$ cat src/rtl/signal_sages_pkg.sv
// rtl/signal_sages_pkg.sv - shared types and constants for the count pulse generator
package signal_sages_pkg;

  localparam int CNT_W = 8;

  localparam logic MODE_FREE   = 1'b0;
  localparam logic MODE_MANUAL = 1'b1;

  typedef enum logic [1:0] {
    IDLE         = 2'd0,
    PRESS_WAIT   = 2'd1,
    HELD         = 2'd2,
    RELEASE_WAIT = 2'd3
  } db_state_t;

endpackage

$ cat src/rtl/sync2.sv
// rtl/sync2.sv - two-flop synchronizer for an asynchronous single-bit level
module sync2 (
  input  logic clk,
  input  logic clr,
  input  logic d,
  output logic q
);

  logic r_s1;
  logic r_s2;

  always_ff @(posedge clk or posedge clr) begin
    if (clr) begin
      r_s1 <= 1'b0;
      r_s2 <= 1'b0;
    end else begin
      r_s1 <= d;
      r_s2 <= r_s1;
    end
  end

  assign q = r_s2;

endmodule

$ cat src/rtl/count_pulse_gen.sv
// rtl/count_pulse_gen.sv - debounced button or prescaled timebase to single-cycle count enables
module count_pulse_gen
  import signal_sages_pkg::*;
#(
  parameter int DEBOUNCE_CYCLES = 16,
  parameter int PRESCALE_DIV    = 4
) (
  input  logic             clk,
  input  logic             clr,
  input  logic             btn_raw,
  input  logic             mode,
  input  logic             run,
  output logic             en_out,
  output logic             btn_level,
  output logic [CNT_W-1:0] pulse_cnt
);

  localparam logic [CNT_W-1:0] DB_LAST  = CNT_W'(DEBOUNCE_CYCLES - 1);
  localparam logic [CNT_W-1:0] PRE_LAST = CNT_W'(PRESCALE_DIV - 1);

  logic             w_btn_s;
  db_state_t        r_state;
  db_state_t        w_state_nxt;
  logic [CNT_W-1:0] r_db_cnt;
  logic [CNT_W-1:0] w_db_cnt_nxt;
  logic             w_press_done;
  logic             r_level;
  logic             w_level_nxt;
  logic [CNT_W-1:0] r_pre_cnt;
  logic             w_free_active;
  logic             w_pre_wrap;
  logic             w_fire;
  logic             r_en;
  logic [CNT_W-1:0] r_pulse_cnt;

  sync2 u_sync (
    .clk (clk),
    .clr (clr),
    .d   (btn_raw),
    .q   (w_btn_s)
  );

  always_ff @(posedge clk or posedge clr) begin
    if (clr) begin
      r_state  <= IDLE;
      r_db_cnt <= '0;
      r_level  <= 1'b0;
    end else begin
      r_state  <= w_state_nxt;
      r_db_cnt <= w_db_cnt_nxt;
      r_level  <= w_level_nxt;
    end
  end

  // Only the PRESS_WAIT -> HELD edge is a press; bouncing back to HELD from RELEASE_WAIT is not.
  always_comb begin
    w_state_nxt  = r_state;
    w_db_cnt_nxt = r_db_cnt;
    w_press_done = 1'b0;
    case (r_state)
      IDLE: begin
        if (w_btn_s) begin
          w_state_nxt  = PRESS_WAIT;
          w_db_cnt_nxt = '0;
        end
      end
      PRESS_WAIT: begin
        if (!w_btn_s) begin
          w_state_nxt = IDLE;
        end else if (r_db_cnt == DB_LAST) begin
          w_state_nxt  = HELD;
          w_press_done = 1'b1;
        end else begin
          w_db_cnt_nxt = r_db_cnt + 1'b1;
        end
      end
      HELD: begin
        if (!w_btn_s) begin
          w_state_nxt  = RELEASE_WAIT;
          w_db_cnt_nxt = '0;
        end
      end
      RELEASE_WAIT: begin
        if (w_btn_s) begin
          w_state_nxt = HELD;
        end else if (r_db_cnt == DB_LAST) begin
          w_state_nxt = IDLE;
        end else begin
          w_db_cnt_nxt = r_db_cnt + 1'b1;
        end
      end
      default: begin
        w_state_nxt  = IDLE;
        w_db_cnt_nxt = '0;
      end
    endcase
    w_level_nxt = (w_state_nxt == HELD) || (w_state_nxt == RELEASE_WAIT);
  end

  assign w_free_active = (mode == MODE_FREE) && run;
  assign w_pre_wrap    = w_free_active && (r_pre_cnt == PRE_LAST);

  always_ff @(posedge clk or posedge clr) begin
    if (clr) begin
      r_pre_cnt <= '0;
    end else if (!w_free_active || w_pre_wrap) begin
      r_pre_cnt <= '0;
    end else begin
      r_pre_cnt <= r_pre_cnt + 1'b1;
    end
  end

  // mode picks exactly one source, so two enables can never land in the same cycle.
  assign w_fire = (mode == MODE_MANUAL) ? w_press_done : w_pre_wrap;

  always_ff @(posedge clk or posedge clr) begin
    if (clr) begin
      r_en        <= 1'b0;
      r_pulse_cnt <= '0;
    end else begin
      r_en        <= w_fire;
      r_pulse_cnt <= r_pulse_cnt + {{(CNT_W-1){1'b0}}, w_fire};
    end
  end

  assign en_out    = r_en;
  assign btn_level = r_level;
  assign pulse_cnt = r_pulse_cnt;

endmodule

$ cat config.mk
export PLATFORM = sky130hd
export DESIGN_NAME = count_pulse_gen
export DESIGN_NICKNAME = d
export VERILOG_FILES = /design/src/rtl/signal_sages_pkg.sv /design/src/rtl/sync2.sv /design/src/rtl/count_pulse_gen.sv
export SDC_FILE = /design/constraint.sdc
export NUM_CORES = 1
export LEC_CHECK = 0
export CAP_MARGIN = 20
export CORE_UTILIZATION = 54
export DETAILED_ROUTE_END_ITERATION = 8
export GPL_TIMING_DRIVEN = 0
export HOLD_SLACK_MARGIN = 0.05
export PLACE_DENSITY = 0.73
export SKIP_LAST_GASP = 1
export SYNTH_ARGS = -nofsm -noshare
export SYNTH_HDL_FRONTEND = slang
export SYNTH_SLANG_ARGS = --single-unit
$ cat constraint.sdc
create_clock -name clk -period 2.4 [get_ports clk]
set_input_delay 0.24 -clock clk [delete_from_list [all_inputs] [get_ports clk]]
set_output_delay 0.24 -clock clk [all_outputs]
set_load 0.02 [all_outputs]
Word-level counts from Yosys, hierarchy flattened

Cells that the tools add are included.

Add/sub/neg operators: 3
Equality and inequality tests: 11
Bitwise gates (word level): 1
Mux-type cells: 18
Reduce and logical (&&, ||, !) cells: 7

Operator list:

| operator                                      | number |
|---|---|
| 2-to-1 mux 8 bit                              | 6 |
| one-hot mux 8 bit (4 select lines)            | 1 |
| adder 8 x 1 -> 8 bit, second input constant   | 2 |
| 2-to-1 mux 2 bit                              | 6 |
| adder 8 x 1 -> 8 bit                          | 1 |
| == test 2 bit, second input constant          | 4 |
| == test 8 x 2 -> 1 bit, second input constant | 1 |
| == test 8 x 4 -> 1 bit, second input constant | 1 |
| one-hot mux 2 bit (4 select lines)            | 1 |
| 2-to-1 mux 1 bit                              | 4 |
| != test 2 x 1 -> 1 bit, second input constant | 2 |
| != test 2 bit, second input constant          | 2 |
| AND reduction 4 bit                           | 1 |
| == test 2 x 1 -> 1 bit, second input constant | 1 |
| logical AND 1 bit                             | 2 |
| logical NOT 2 bit                             | 1 |
| logical OR 1 bit                              | 2 |
| logical NOT 1 bit                             | 1 |
| inverter 1 bit                                | 1 |

Output and inout bits: 10
Word-level logic and storage cells: 48
Register bits: 30

Depth between registers and ports, before layout

Gate-level depths: netlist of run 1.

Depth in word-level cells: 6
Depth in mapped cells: 10
Mapped depth without buffers: 9

Hierarchy

From an unflattened synthesis of run 1, not the netlist that was laid out.

Cells, all modules: 115
Area total of the unflattened synthesis: 1328.8 um^2

By module, submodules not included:

| module          | cells each | area each (um^2) | times used |
|---|---|---|---|
| count_pulse_gen | 112        | 1275.0           | 1 |
| sync2           | 3          | 53.8             | 1 |

Least setup slack after synthesis of run 1

No wires, ideal clock.

Path kind: reg-to-reg
Start point: register r_db_cnt[5]
End point: register r_pulse_cnt[6], in the netlist pulse_cnt[6]
Setup slack: 261 ps
Stages on the path, launching flop included: 9
Arrival time: 2060 ps
Clock period less this slack: 2139 ps
Path buffers: 0
Cells stage by stage: dfrtp_1 nor4b_4 nand2_1 o41ai_1 ha_1 ha_1 nand3_1 nor2_1 xor2_1

Longest elaborated chain between the ends: 6

RTL lines:

| item                   | RTL line               | text |
|---|---|---|
| start, declared        | count_pulse_gen.sv:24  | `logic [CNT_W-1:0] r_db_cnt;` |
| start signal, assigned | count_pulse_gen.sv:50  | `r_db_cnt <= w_db_cnt_nxt;` |
| == test 8 x 4 -> 1 bit | count_pulse_gen.sv:70  | `end else if (r_db_cnt == DB_LAST) begin` |
| 2-to-1 mux 1 bit       | count_pulse_gen.sv:70  |  |
| 2-to-1 mux 1 bit       | count_pulse_gen.sv:68  | `if (!w_btn_s) begin` |
| 2-to-1 mux 1 bit       | count_pulse_gen.sv:60  | `case (r_state)` |
| 2-to-1 mux 1 bit       | count_pulse_gen.sv:114 | `assign w_fire = (mode == MODE_MANUAL) ? w_press_done : w_pre_wrap;` |
| named net w_fire       | count_pulse_gen.sv:32  | `logic w_fire;` |
| adder 8 x 1 -> 8 bit   | count_pulse_gen.sv:122 | `r_pulse_cnt <= r_pulse_cnt + {{(CNT_W-1){1'b0}}, w_fire};` |
| end signal, assigned   | count_pulse_gen.sv:122 |  |
| end, declared          | count_pulse_gen.sv:34  | `logic [CNT_W-1:0] r_pulse_cnt;` |

The timed path passes the listed nets, and every way through them passes these cells.
A chain may end at the register's enable or synchronous reset.

Worst setup path after layout of run 1

Start point: register r_db_cnt[0]
End point: register r_pulse_cnt[6], in the netlist pulse_cnt[6]

Same word-level chain as after synthesis.

==> results.tsv, run 1 <==
metric	value	unit
area added between synthesis and finish	26.9	%
number of warnings issued by yosys	0	
Die X-Extent	51.5	um
peak clock frequency supported by timing	456	MHz
dominant cell type by area after synthesis	sky130_fd_sc_hd__dfrtp_1	
total leakage power	0.777	nW
proportion of netlist area held by the largest area contributor	0.548	
crit path setup slack, layout	0.209	ns
Cells after Synth	114	
share of synthesized cell area in full adder, half adder and majority cells	0.0378	
share of cells above drive strength 1	0.204	
PortBufs	14	
highest-utilization routing layer at the global route stage	met2	
root cell of the clock tree	sky130_fd_sc_hd__clkbuf_4	
final core utilization	0.746	
DR pass1 iterations	5	
number of instances in the placed design	156	
drt drc	0	
total of flip-flops plus latches after synthesis	29	
number of synthesized flops with an enable pin	0	
net count after synthesis	123	
cts hold-fix bufs	0	
dominant combinational cell family by area after synthesis	simple AND/OR/NAND/NOR gates	
reg2reg setup slack	0.21	ns
antenna-violating nets left	0	
post-detailed-route wirelength per cell	14.5	um
sequential-to-total area share from yosys stat	0.548	
Slew Limit Fails	0	
Filler Cell Count	168	
Std-Cell Rows	17	
Placer Congestion	0.798	
most repeated cell in the gate-level netlist after synthesis	sky130_fd_sc_hd__dfrtp_1	
capturing element type of the critical path	flip-flop	
antenna diode instance count	0	
actual transition at the worst max-transition pin	0.684	ns
final HPWL from detailed placement	1690	um
xor-xnor portion of the synthesized cell area	0.106	
via count of the first global-routing pass	1010	
asr flop ratio synth	1.00	
Reg2Reg Capture Point	pulse_cnt[6]	
non-filler cells, final	170	
met1 track demand over resource	0.246	
chip height	51.5	um
required time at the endpoint of the critical path	2.66	ns
area of all placed cells without fillers	0.00168	mm2
WS Path Type	flip-flop to flip-flop	
logic depth of the worst register-to-register path	10	
first-pass GRT wire length	4210	um
count of H-tree levels built during CTS	2	
Total Power Consumption	0.931	mW
global routing usage summed across all routing layers	0.228	
Min-Delay Path Class	primary input to asynchronous set/reset pin	
portion of netlist area occupied by mux cells	0.0161	
insertion delay of the later-clocked pin in the worst-skew pair	0.32	ns
final critical path time including I/O delays and setup	2.19	ns
post-synthesis share of cell area spent on and, or, nand and nor gates	0.185	
initial core utilization	0.588	
number of hold violations in the final report	0	
Post-synth top flop	sky130_fd_sc_hd__dfrtp_1	
cell area after placement	0.00150	mm2
switching power share of the total	0.234	
post-synthesis cell area	0.00133	mm2
initial antenna violation count	0	
CTS sink count	29	
Synth area leaders	sky130_fd_sc_hd__dfrtp_1 (55%), sky130_fd_sc_hd__xnor2_1 (6.6%), sky130_fd_sc_hd__nor2_1 (4.0%)	
Comb pwr share	0.089	
clock group share of total power	0.354	
area of the die	0.00266	mm2
data arrival time of the critical path	2.45	ns
number of maximum-capacitance constraint violations	0	
run status	finished, final reports clean	
clock tree from TritonCTS	done	
final routed wirelength across all metal layers	2470	um
overall via count from detail_route	935	
source of the worst register-to-register timing path	r_db_cnt[0]	
largest fanout of any net on the critical path	5	
final setup violation count	0	
number of distinct standard cells referenced by the synthesized netlist	30	
Top Ports	15	
post-synthesis area per instance	11.6	um2
design internal power	0.713	mW
clock buffer depth	2	
placeable core region	0.00225	mm2
worst max-slew margin expressed relative to the limit	0.541	
routed via count divided by cell count	5.50	
reported net switching power	0.217	mW
clock-pin slew of the registers on the worst-case setup and hold paths	0.09	ns
Cell Pwr Density	553	mW/mm2
worst clock skew	0.00815	ns
CP Launch Type	flip-flop	
pin count of the biggest net entering global routing	30	
GRT met3 Usage	0.0614	
met2 track demand over resource in global routing	0.385	
Max VDD drop	0.464	mV
gr ovfl total	0	
CTS buffer count	5	
worst-case setup slack after placement	-0.0853	ns
DRT iter0 DRCs	23	
post-synthesis compound-gate area fraction	0.0822	
cell types with the highest counts after synthesis	sky130_fd_sc_hd__dfrtp_1 (29), sky130_fd_sc_hd__nor2_1 (14), sky130_fd_sc_hd__xnor2_1 (10)	
portion of total power attributed to sequential cells	0.556	
number of nets in the finished design	150	
unrepaired setup endpoints after global routing	false	
fin crit share	0.913	
## area by class of cell
cell class | count | area [um2] | area share
clock inverter | 1 | 5.00 | 0.00298
timing repair buffer | 20 | 205 | 0.122
clock buffer | 7 | 65.1 | 0.0387
sequential | 29 | 726 | 0.432
buffer | 1 | 11.3 | 0.00670
tap | 28 | 35.0 | 0.0208
inverter | 6 | 22.5 | 0.0134
multi-input combinational | 78 | 612 | 0.364
## state kept, by name (all words and copies together) (netlist names)
| signal | count |
|---|---|
| pulse_cnt | 8 |
| r_db_cnt | 8 |
| r_pre_cnt | 8 |
| btn_level | 1 |
| en_out | 1 |
| r_state | 1 |
| u_sync.q | 1 |
| u_sync.r_s1 | 1 |
## worst max-delay path by stage
stage	from	slack (ns)	cells after the start	to
after floorplan	r_db_cnt[5]	0.26	8	pulse_cnt[6]
after global placement	r_db_cnt[5]	0.006	8	pulse_cnt[6]
after detailed placement	r_db_cnt[5]	-0.09	8	pulse_cnt[6]
after CTS	r_db_cnt[5]	0.04	8	pulse_cnt[6]
after global routing	r_db_cnt[0]	0.01	10	pulse_cnt[6]
final	r_db_cnt[0]	0.21	10	pulse_cnt[6]
## what timing repair did
action,4_1_cts,5_1_grt
setup endpoints to repair,1,4
gates resized for setup,1,8
setup buffers,0,5
pin swaps,0,3
## layer usage
metal	vias up	wire length, um
met4	0	89
met5	-	0
met1	457	1050
li1	448	-
met3	12	82
met2	18	1250
## worst max-delay path: stages, from the launching register on
cell	delay (ns)
sky130_fd_sc_hd__dfrtp_1	0.42
sky130_fd_sc_hd__ha_4	0.17
sky130_fd_sc_hd__and4b_1	0.20
sky130_fd_sc_hd__buf_6	0.13
sky130_fd_sc_hd__nand2_2	0.07
sky130_fd_sc_hd__o41ai_4	0.36
sky130_fd_sc_hd__ha_2	0.25
sky130_fd_sc_hd__ha_2	0.19
sky130_fd_sc_hd__nand3_2	0.09
sky130_fd_sc_hd__nor2_2	0.10
sky130_fd_sc_hd__xor2_1	0.14
## power groups by stage
stage / sequential (mW) / clock [mW] / combinational, mW
2_1_floorplan: 0.529 / 0 / 0.0333
3_3_place_gp: 0.525 / 0 / 0.0615
3_5_place_dp: 0.526 / 0 / 0.0643
4_1_cts: 0.516 / 0.341 / 0.0647
5_1_grt: 0.520 / 0.353 / 0.0927
6_report: 0.518 / 0.330 / 0.0830
## cell usage in the layout, fill, tap and decap left out, types with 2 or more instances in the layout
cell / n
sky130_fd_sc_hd__dfrtp_1: 29
sky130_fd_sc_hd__clkdlybuf4s50_1: 14
sky130_fd_sc_hd__nor2_1: 13
sky130_fd_sc_hd__xnor2_1: 10
sky130_fd_sc_hd__nand2_1: 8
sky130_fd_sc_hd__nand3_1: 7
sky130_fd_sc_hd__inv_1: 6
sky130_fd_sc_hd__xor2_1: 6
sky130_fd_sc_hd__clkbuf_4: 5
sky130_fd_sc_hd__buf_4: 5
sky130_fd_sc_hd__o21ai_0: 3
sky130_fd_sc_hd__nand4_1: 3
sky130_fd_sc_hd__and3_1: 3
sky130_fd_sc_hd__ha_2: 2
sky130_fd_sc_hd__clkbuf_8: 2
## kinds of logic after synthesis
logic type | after synthesis
multiplexers | 2
adder cells (fa/ha/maj) | 4
AO/OA/AOI/OAI | 11
buffers and inverters | 7
AND/OR/NAND/NOR | 45
XOR/XNOR | 16
flip-flops | 29
## stage by stage
stage	setup TNS (ns)	hold slack [ns]
2_1_floorplan	0	0.271
3_3_place_gp	0	0.332
3_5_place_dp	-0.0853	0.347
4_1_cts	0	0.349
5_1_grt	0	0.172
6_report	0	0.145
Note: power is estimated with default switching activity, not from simulation.
==> run 2, diff against run 1 <==
clock period = 2.45 ns   (was 2.4 ns; I/O delays follow)
==> run 2 against run 1 <==
Net effect:
- hold slack better by 0.0027 ns
- clock-buffer cell count did not move
- sequential power is 2% lower
- clock skew about the same
- first-iteration DRC count shrank 61%
- combinational power decreased by 7.5%
- die area unchanged
- via count increased by 0.11%
- cell area shrank 1.8%
- wire length decreased by 0.77%
- largest power group unchanged
==> results.tsv, run 2 (synthesis results as in run 1) <==
metric	value	unit	change
Top Ports	15		unchanged
first-pass GRT wire length	4210	um	unchanged
DR pass1 iterations	4		was 5
root cell of the clock tree	sky130_fd_sc_hd__clkbuf_4		unchanged
Critical Path Max Stage Delay	0.39	ns	was 0.42 ns
leading cell types in the layout, fill and taps excluded	sky130_fd_sc_hd__dfrtp_1 (29), sky130_fd_sc_hd__nor2_1 (14), sky130_fd_sc_hd__clkdlybuf4s50_1 (14), sky130_fd_sc_hd__xnor2_1 (10), sky130_fd_sc_hd__nand2_1 (9)		was sky130_fd_sc_hd__dfrtp_1 (29), sky130_fd_sc_hd__clkdlybuf4s50_1 (14), sky130_fd_sc_hd__nor2_1 (13), sky130_fd_sc_hd__xnor2_1 (10), sky130_fd_sc_hd__nand2_1 (8)
initial antenna violation count	0		unchanged
final routed wirelength across all metal layers	2450	um	was 2470 um
most common cell after layout, fill and taps aside	sky130_fd_sc_hd__dfrtp_1		unchanged
Cell Pwr Density	549	mW/mm2	was 553 mW/mm2
final critical path time including I/O delays and setup	2.22	ns	was 2.19 ns
Std-Cell Rows	17		unchanged
CP Launch Type	flip-flop		unchanged
Placer Congestion	0.798		unchanged
WS Path Type	flip-flop to flip-flop		unchanged
count of H-tree levels built during CTS	2		unchanged
total leakage power	0.774	nW	was 0.777 nW
clock buffer depth	2		unchanged
area added between synthesis and finish	24.6	%	was 26.9%
critical path startpoint	r_db_cnt[0]		unchanged
source of the worst register-to-register timing path	r_db_cnt[0]		unchanged
actual transition at the worst max-transition pin	0.661	ns	was 0.684 ns
Min-Delay Path Class	primary input to asynchronous set/reset pin		unchanged
clock tree from TritonCTS	done		unchanged
cell-by-cell listing of the critical path	ha_2 -> and4b_1 -> buf_6 -> nand2_1 -> o41ai_4 -> ha_2 -> ha_1 -> nand3_1 -> nor2_1 -> xor2_1		was ha_4 -> and4b_1 -> buf_6 -> nand2_2 -> o41ai_4 -> ha_2 -> ha_2 -> nand3_2 -> nor2_2 -> xor2_1
insertion delay of the later-clocked pin in the worst-skew pair	0.33	ns	was 0.32 ns
Slew Limit Fails	0		unchanged
number of instances in the placed design	156		unchanged
CTS buffer count	5		unchanged
overall via count from detail_route	936		was 935
CTS sink count	29		unchanged
worst max-slew margin expressed relative to the limit	0.556		was 0.541
number of hold violations in the final report	0		unchanged
gr ovfl total	0		unchanged
area of the die	0.00266	mm2	unchanged
most used cell, CP	sky130_fd_sc_hd__ha_2		unchanged
via count of the first global-routing pass	1010		unchanged
required time at the endpoint of the critical path	2.71	ns	was 2.66 ns
chip height	51.5	um	unchanged
non-filler cells, final	169		was 170
routed via count divided by cell count	5.54		was 5.50
global routing usage summed across all routing layers	0.228		unchanged
drt drc	0		unchanged
capturing element type of the critical path	flip-flop		unchanged
worst clock skew	0.00845	ns	was 0.00815 ns
PortBufs	14		unchanged
DRT iter0 DRCs	9		was 23
initial core utilization	0.588		unchanged
final HPWL from detailed placement	1690	um	unchanged
largest fanout of any net on the critical path	5		unchanged
share of cells above drive strength 1	0.170		was 0.204
fin crit share	0.904		was 0.913
final setup violation count	0		unchanged
Max VDD drop	0.453	mV	was 0.464 mV
Hold Worst Slack	0.148	ns	was 0.145 ns
pin count of the biggest net entering global routing	30		unchanged
post-detailed-route wirelength per cell	14.5	um	about the same
unrepaired setup endpoints after global routing	false		unchanged
placeable core region	0.00225	mm2	unchanged
run status	finished, final reports clean		unchanged
cts hold-fix bufs	0		unchanged
antenna diode instance count	0		unchanged
clock-pin slew of the registers on the worst-case setup and hold paths	0.09	ns	about the same
crit path max-delay cell type	sky130_fd_sc_hd__dfrtp_1		unchanged
data arrival time of the critical path	2.48	ns	was 2.45 ns
number of nets in the finished design	149		was 150
antenna-violating nets left	0		unchanged
Die X-Extent	51.5	um	unchanged
peak clock frequency supported by timing	451	MHz	was 456 MHz
number of maximum-capacitance constraint violations	0		unchanged
setup total negative slack	0	ns	unchanged
[run 2: cell type report]
type | count | area [um2]
multi-input combinational | 78 | 589
fill | 176 | 603
clock inverter | 1 | 5.00
buffer | 1 | 11.3
clock buffer | 7 | 65.1
sequential | 29 | 726
inverter | 6 | 22.5
timing repair buffer | 19 | 198
tap | 28 | 35.0
[run 2: timing repair]
item | CTS | global route
hold endpoints to repair | 0 | 0
setup buffers | 0 | 4
setup endpoints to repair | 1 | 3
gates resized for setup | 1 | 3
pin swaps | 0 | 1
[run 2: worst max-delay path, delay by kind of cell (launching register included)]
| kind | cells | cell delay (ns) |
|---|---|---|
| compound gates | 1 | 0.25 |
| xor+xnor | 1 | 0.15 |
| fa+ha+maj | 3 | 0.65 |
| buf+inv | 1 | 0.13 |
| flops | 1 | 0.39 |
| simple gates | 4 | 0.59 |
[run 2: where the power goes]
| group | internal [mW] | total, mW | switching (mW) |
|---|---|---|---|
| logic | 0.0368 | 0.0768 | 0.0400 |
| clock network | 0.166 | 0.325 | 0.159 |
| registers | 0.493 | 0.506 | 0.0131 |
[run 2: routing by layer]
metal | up-vias | part of all wire | track usage
li1 | 449 | - | -
met1 | 461 | 0.41 | 0.246
met2 | 16 | 0.51 | 0.385
met3 | 10 | 0.036 | 0.0614
met4 | 0 | 0.035 | 0.162
met5 | - | 0 | 0
[run 2: final timing paths]
kind                                     end  slack (ns)  cells after the start
worst min register to register      u_sync.q        0.37                      0
max in group asynchronous        r_db_cnt[7]        1.89                      3
worst max-delay path            pulse_cnt[6]        0.23                     10
worst min-delay path             r_db_cnt[1]        0.15                      2
worst max register to register  pulse_cnt[6]        0.23                     10
min in group clk                 u_sync.r_s1        0.36                      1
[run 2: per-stage QoR]
step	setup WS [ns]	utilization	instance area, um2	power (mW)
finish	0.235	0.733	1650	0.907
global route	0.00262	0.733	1650	0.940
CTS	0.0859	0.700	1580	0.903
detailed placement	-0.0353	0.665	1500	0.578
global placement	0.0560	0.665	1500	0.574
floorplan	0.311	-	1330	0.551
==> run 3, diff against run 2 <==
CORE_MARGIN = 4   (was default)
==> run 3 against run 2 <==
Net effect:
- sequential cell count unchanged
- fmax down 3.9%
- combinational power up 16%
- critical endpoint unchanged
==> results.tsv, run 3 (synthesis results as in run 1) <==
metric	value	unit	change
final HPWL from detailed placement	1780	um	was 1690 um
antenna diode instance count	0		unchanged
antenna-violating nets left	0		unchanged
setup total negative slack	0	ns	unchanged
buffers and inverters on the worst path	1		unchanged
area of all placed cells without fillers	0.00173	mm2	was 0.00165 mm2
clock group share of total power	0.447		was 0.358
source of the worst register-to-register timing path	r_db_cnt[0]		unchanged
placeable core region	0.00228	mm2	was 0.00225 mm2
number of hold violations in the final report	0		unchanged
final setup violation count	0		unchanged
Reg2Reg Capture Point	pulse_cnt[6]		unchanged
clock buffer depth	2		unchanged
CP Launch Type	flip-flop		unchanged
WS Path Type	flip-flop to flip-flop		unchanged
cell area after placement	0.00150	mm2	unchanged
CTS buffer count	5		unchanged
number of maximum-capacitance constraint violations	0		unchanged
post-detailed-route wirelength per cell	15.5	um	was 14.5 um
gr ovfl total	0		unchanged
via count of the first global-routing pass	1015		was 1010
reported net switching power	0.226	mW	was 0.212 mW
Die X-Extent	57.5	um	was 51.5 um
clock-pin slew of the registers on the worst-case setup and hold paths	0.09	ns	about the same
chip height	57.5	um	was 51.5 um
Total Power Consumption	1.08	mW	was 0.907 mW
PortBufs	14		unchanged
crit path max-delay cell type	sky130_fd_sc_hd__dfrtp_1		unchanged
Min-Delay Path Class	primary input to asynchronous set/reset pin		unchanged
final core utilization	0.760		was 0.733
CTS sink count	29		unchanged
root cell of the clock tree	sky130_fd_sc_hd__clkbuf_4		unchanged
global routing usage summed across all routing layers	0.180		was 0.228
area of the die	0.00331	mm2	was 0.00266 mm2
timing endpoint of the critical path	pulse_cnt[6]		unchanged
data arrival time of the critical path	2.55	ns	was 2.48 ns
run status	finished, final reports clean		unchanged
capturing element type of the critical path	flip-flop		unchanged
worst clock skew	0.0103	ns	was 0.00845 ns
most common cell after layout, fill and taps aside	sky130_fd_sc_hd__dfrtp_1		unchanged
leading cell types in the layout, fill and taps excluded	sky130_fd_sc_hd__dfrtp_1 (29), sky130_fd_sc_hd__clkdlybuf4s50_1 (14), sky130_fd_sc_hd__nor2_1 (13), sky130_fd_sc_hd__xnor2_1 (10), sky130_fd_sc_hd__nand2_1 (8)		was sky130_fd_sc_hd__dfrtp_1 (29), sky130_fd_sc_hd__nor2_1 (14), sky130_fd_sc_hd__clkdlybuf4s50_1 (14), sky130_fd_sc_hd__xnor2_1 (10), sky130_fd_sc_hd__nand2_1 (9)
insertion delay of the later-clocked pin in the worst-skew pair	0.32	ns	was 0.33 ns
Filler Cell Count	157		was 176
number of nets in the finished design	152		was 149
peak clock frequency supported by timing	434	MHz	was 451 MHz
DR pass1 iterations	4		unchanged
first-pass GRT wire length	4530	um	was 4210 um
total leakage power	0.802	nW	was 0.774 nW
design internal power	0.853	mW	was 0.695 mW
required time at the endpoint of the critical path	2.69	ns	was 2.71 ns
Stages on worst setup path	10		unchanged
Max VDD drop	0.528	mV	was 0.453 mV
routed via count divided by cell count	5.51		was 5.54
Std-Cell Rows	17		unchanged
cell-by-cell listing of the critical path	ha_4 -> and4b_1 -> buf_6 -> nand2_2 -> o41ai_4 -> ha_2 -> ha_2 -> nand3_2 -> nor2_2 -> xor2_1		was ha_2 -> and4b_1 -> buf_6 -> nand2_1 -> o41ai_4 -> ha_2 -> ha_1 -> nand3_1 -> nor2_1 -> xor2_1
fin crit share	0.940		was 0.904
drt drc	0		unchanged
share of cells above drive strength 1	0.215		was 0.170
logic depth of the worst register-to-register path	10		unchanged
Critical Path Max Stage Delay	0.42	ns	was 0.39 ns
cell family with most CP delay	adder cells		unchanged
initial antenna violation count	0		unchanged
Sequential Area	726	um2	unchanged
worst max-slew margin expressed relative to the limit	0.518		was 0.556
overall via count from detail_route	948		was 936
DRT iter0 DRCs	57		was 9
switching power share of the total	0.209		was 0.234
Comb pwr share	0.083		was 0.085
Cell Pwr Density	624	mW/mm2	was 549 mW/mm2
most used cell, CP	sky130_fd_sc_hd__ha_2		unchanged
cts hold-fix bufs	0		unchanged
clock tree from TritonCTS	done		unchanged
actual transition at the worst max-transition pin	0.718	ns	was 0.661 ns
final critical path time including I/O delays and setup	2.30	ns	was 2.22 ns
area added between synthesis and finish	30.5	%	was 24.6%
Top Ports	15		unchanged
initial core utilization	0.582		was 0.588
portion of total power attributed to sequential cells	0.471		was 0.557
Placer Congestion	0.756		was 0.798
final routed wirelength across all metal layers	2670	um	was 2450 um
largest fanout of any net on the critical path	5		unchanged
critical path startpoint	r_db_cnt[0]		unchanged
area of the multi-input gates	612	um2	was 589 um2
reg2reg setup slack	0.15	ns	was 0.23 ns
Slew Limit Fails	0		unchanged
pin count of the biggest net entering global routing	30		unchanged
count of H-tree levels built during CTS	2		unchanged
run 3: final cells by class:
type / count / share of cell area
plain buffers: 1 / 0.00651
multi-input cells: 78 / 0.354
clock buffers: 5 / 0.0217
repair buffers: 22 / 0.127
inverters: 6 / 0.0130
well taps: 28 / 0.0203
flip-flops and latches: 29 / 0.420
clock inverters: 3 / 0.0376
run 3: how the worst min path moves through the flow:
| stage | startpoint | cells past startpoint | slack [ns] | endpoint |
|---|---|---|---|---|
| detailed placement | u_sync.r_s1 | 0 | 0.34 | u_sync.q |
| global route | clr | 2 | 0.18 | r_db_cnt[0] |
| floorplan | btn_raw | 0 | 0.28 | u_sync.r_s1 |
| CTS | btn_raw | 1 | 0.35 | u_sync.r_s1 |
| global placement | u_sync.r_s1 | 0 | 0.34 | u_sync.q |
| finish | clr | 2 | 0.17 | r_db_cnt[0] |
run 3: metal layers:
metal | track usage | vias to the layer above | wire (um)
met4 | 0.0695 | 0 | 34
met5 | 0 | - | 0
li1 | - | 451 | -
met1 | 0.212 | 466 | 1090
met3 | 0.0520 | 6 | 112
met2 | 0.308 | 25 | 1430
run 3: power groups by stage:
stage | registers [mW] | logic (mW) | clock network [mW]
floorplan | 0.518 | 0.0326 | 0
global placement | 0.514 | 0.0604 | 0
detailed placement | 0.516 | 0.0640 | 0
CTS | 0.506 | 0.0647 | 0.498
global route | 0.510 | 0.0994 | 0.518
finish | 0.508 | 0.0891 | 0.482
run 3: metrics by stage:
step / std cells / worst slack, ns / hold WS [ns]
2_1_floorplan: 114 / 0.311 / 0.276
3_3_place_gp: 156 / 0.0704 / 0.335
3_5_place_dp: 156 / -0.0525 / 0.341
4_1_cts: 164 / 0.0218 / 0.345
5_1_grt: 172 / -0.0325 / 0.181
6_report: 172 / 0.146 / 0.168
run 3: worst register-to-register path, delay by kind of cell, from the launching register on:
kind	cells	cell delay (ns)
and+or+nand+nor	4	0.52
adders and majority gates	3	0.62
DFF	1	0.42
buffers and inverters	1	0.13
xor gates and xnor gates	1	0.16
AOI/OAI and AO/OA	1	0.38
run 3: what timing repair did:
action	in CTS	in global routing
gates cloned	0	0
pin swaps	0	4
endpoints found under the setup margin	2	3
hold endpoints to repair	0	0
resized for setup	1	8
setup buffers	0	7
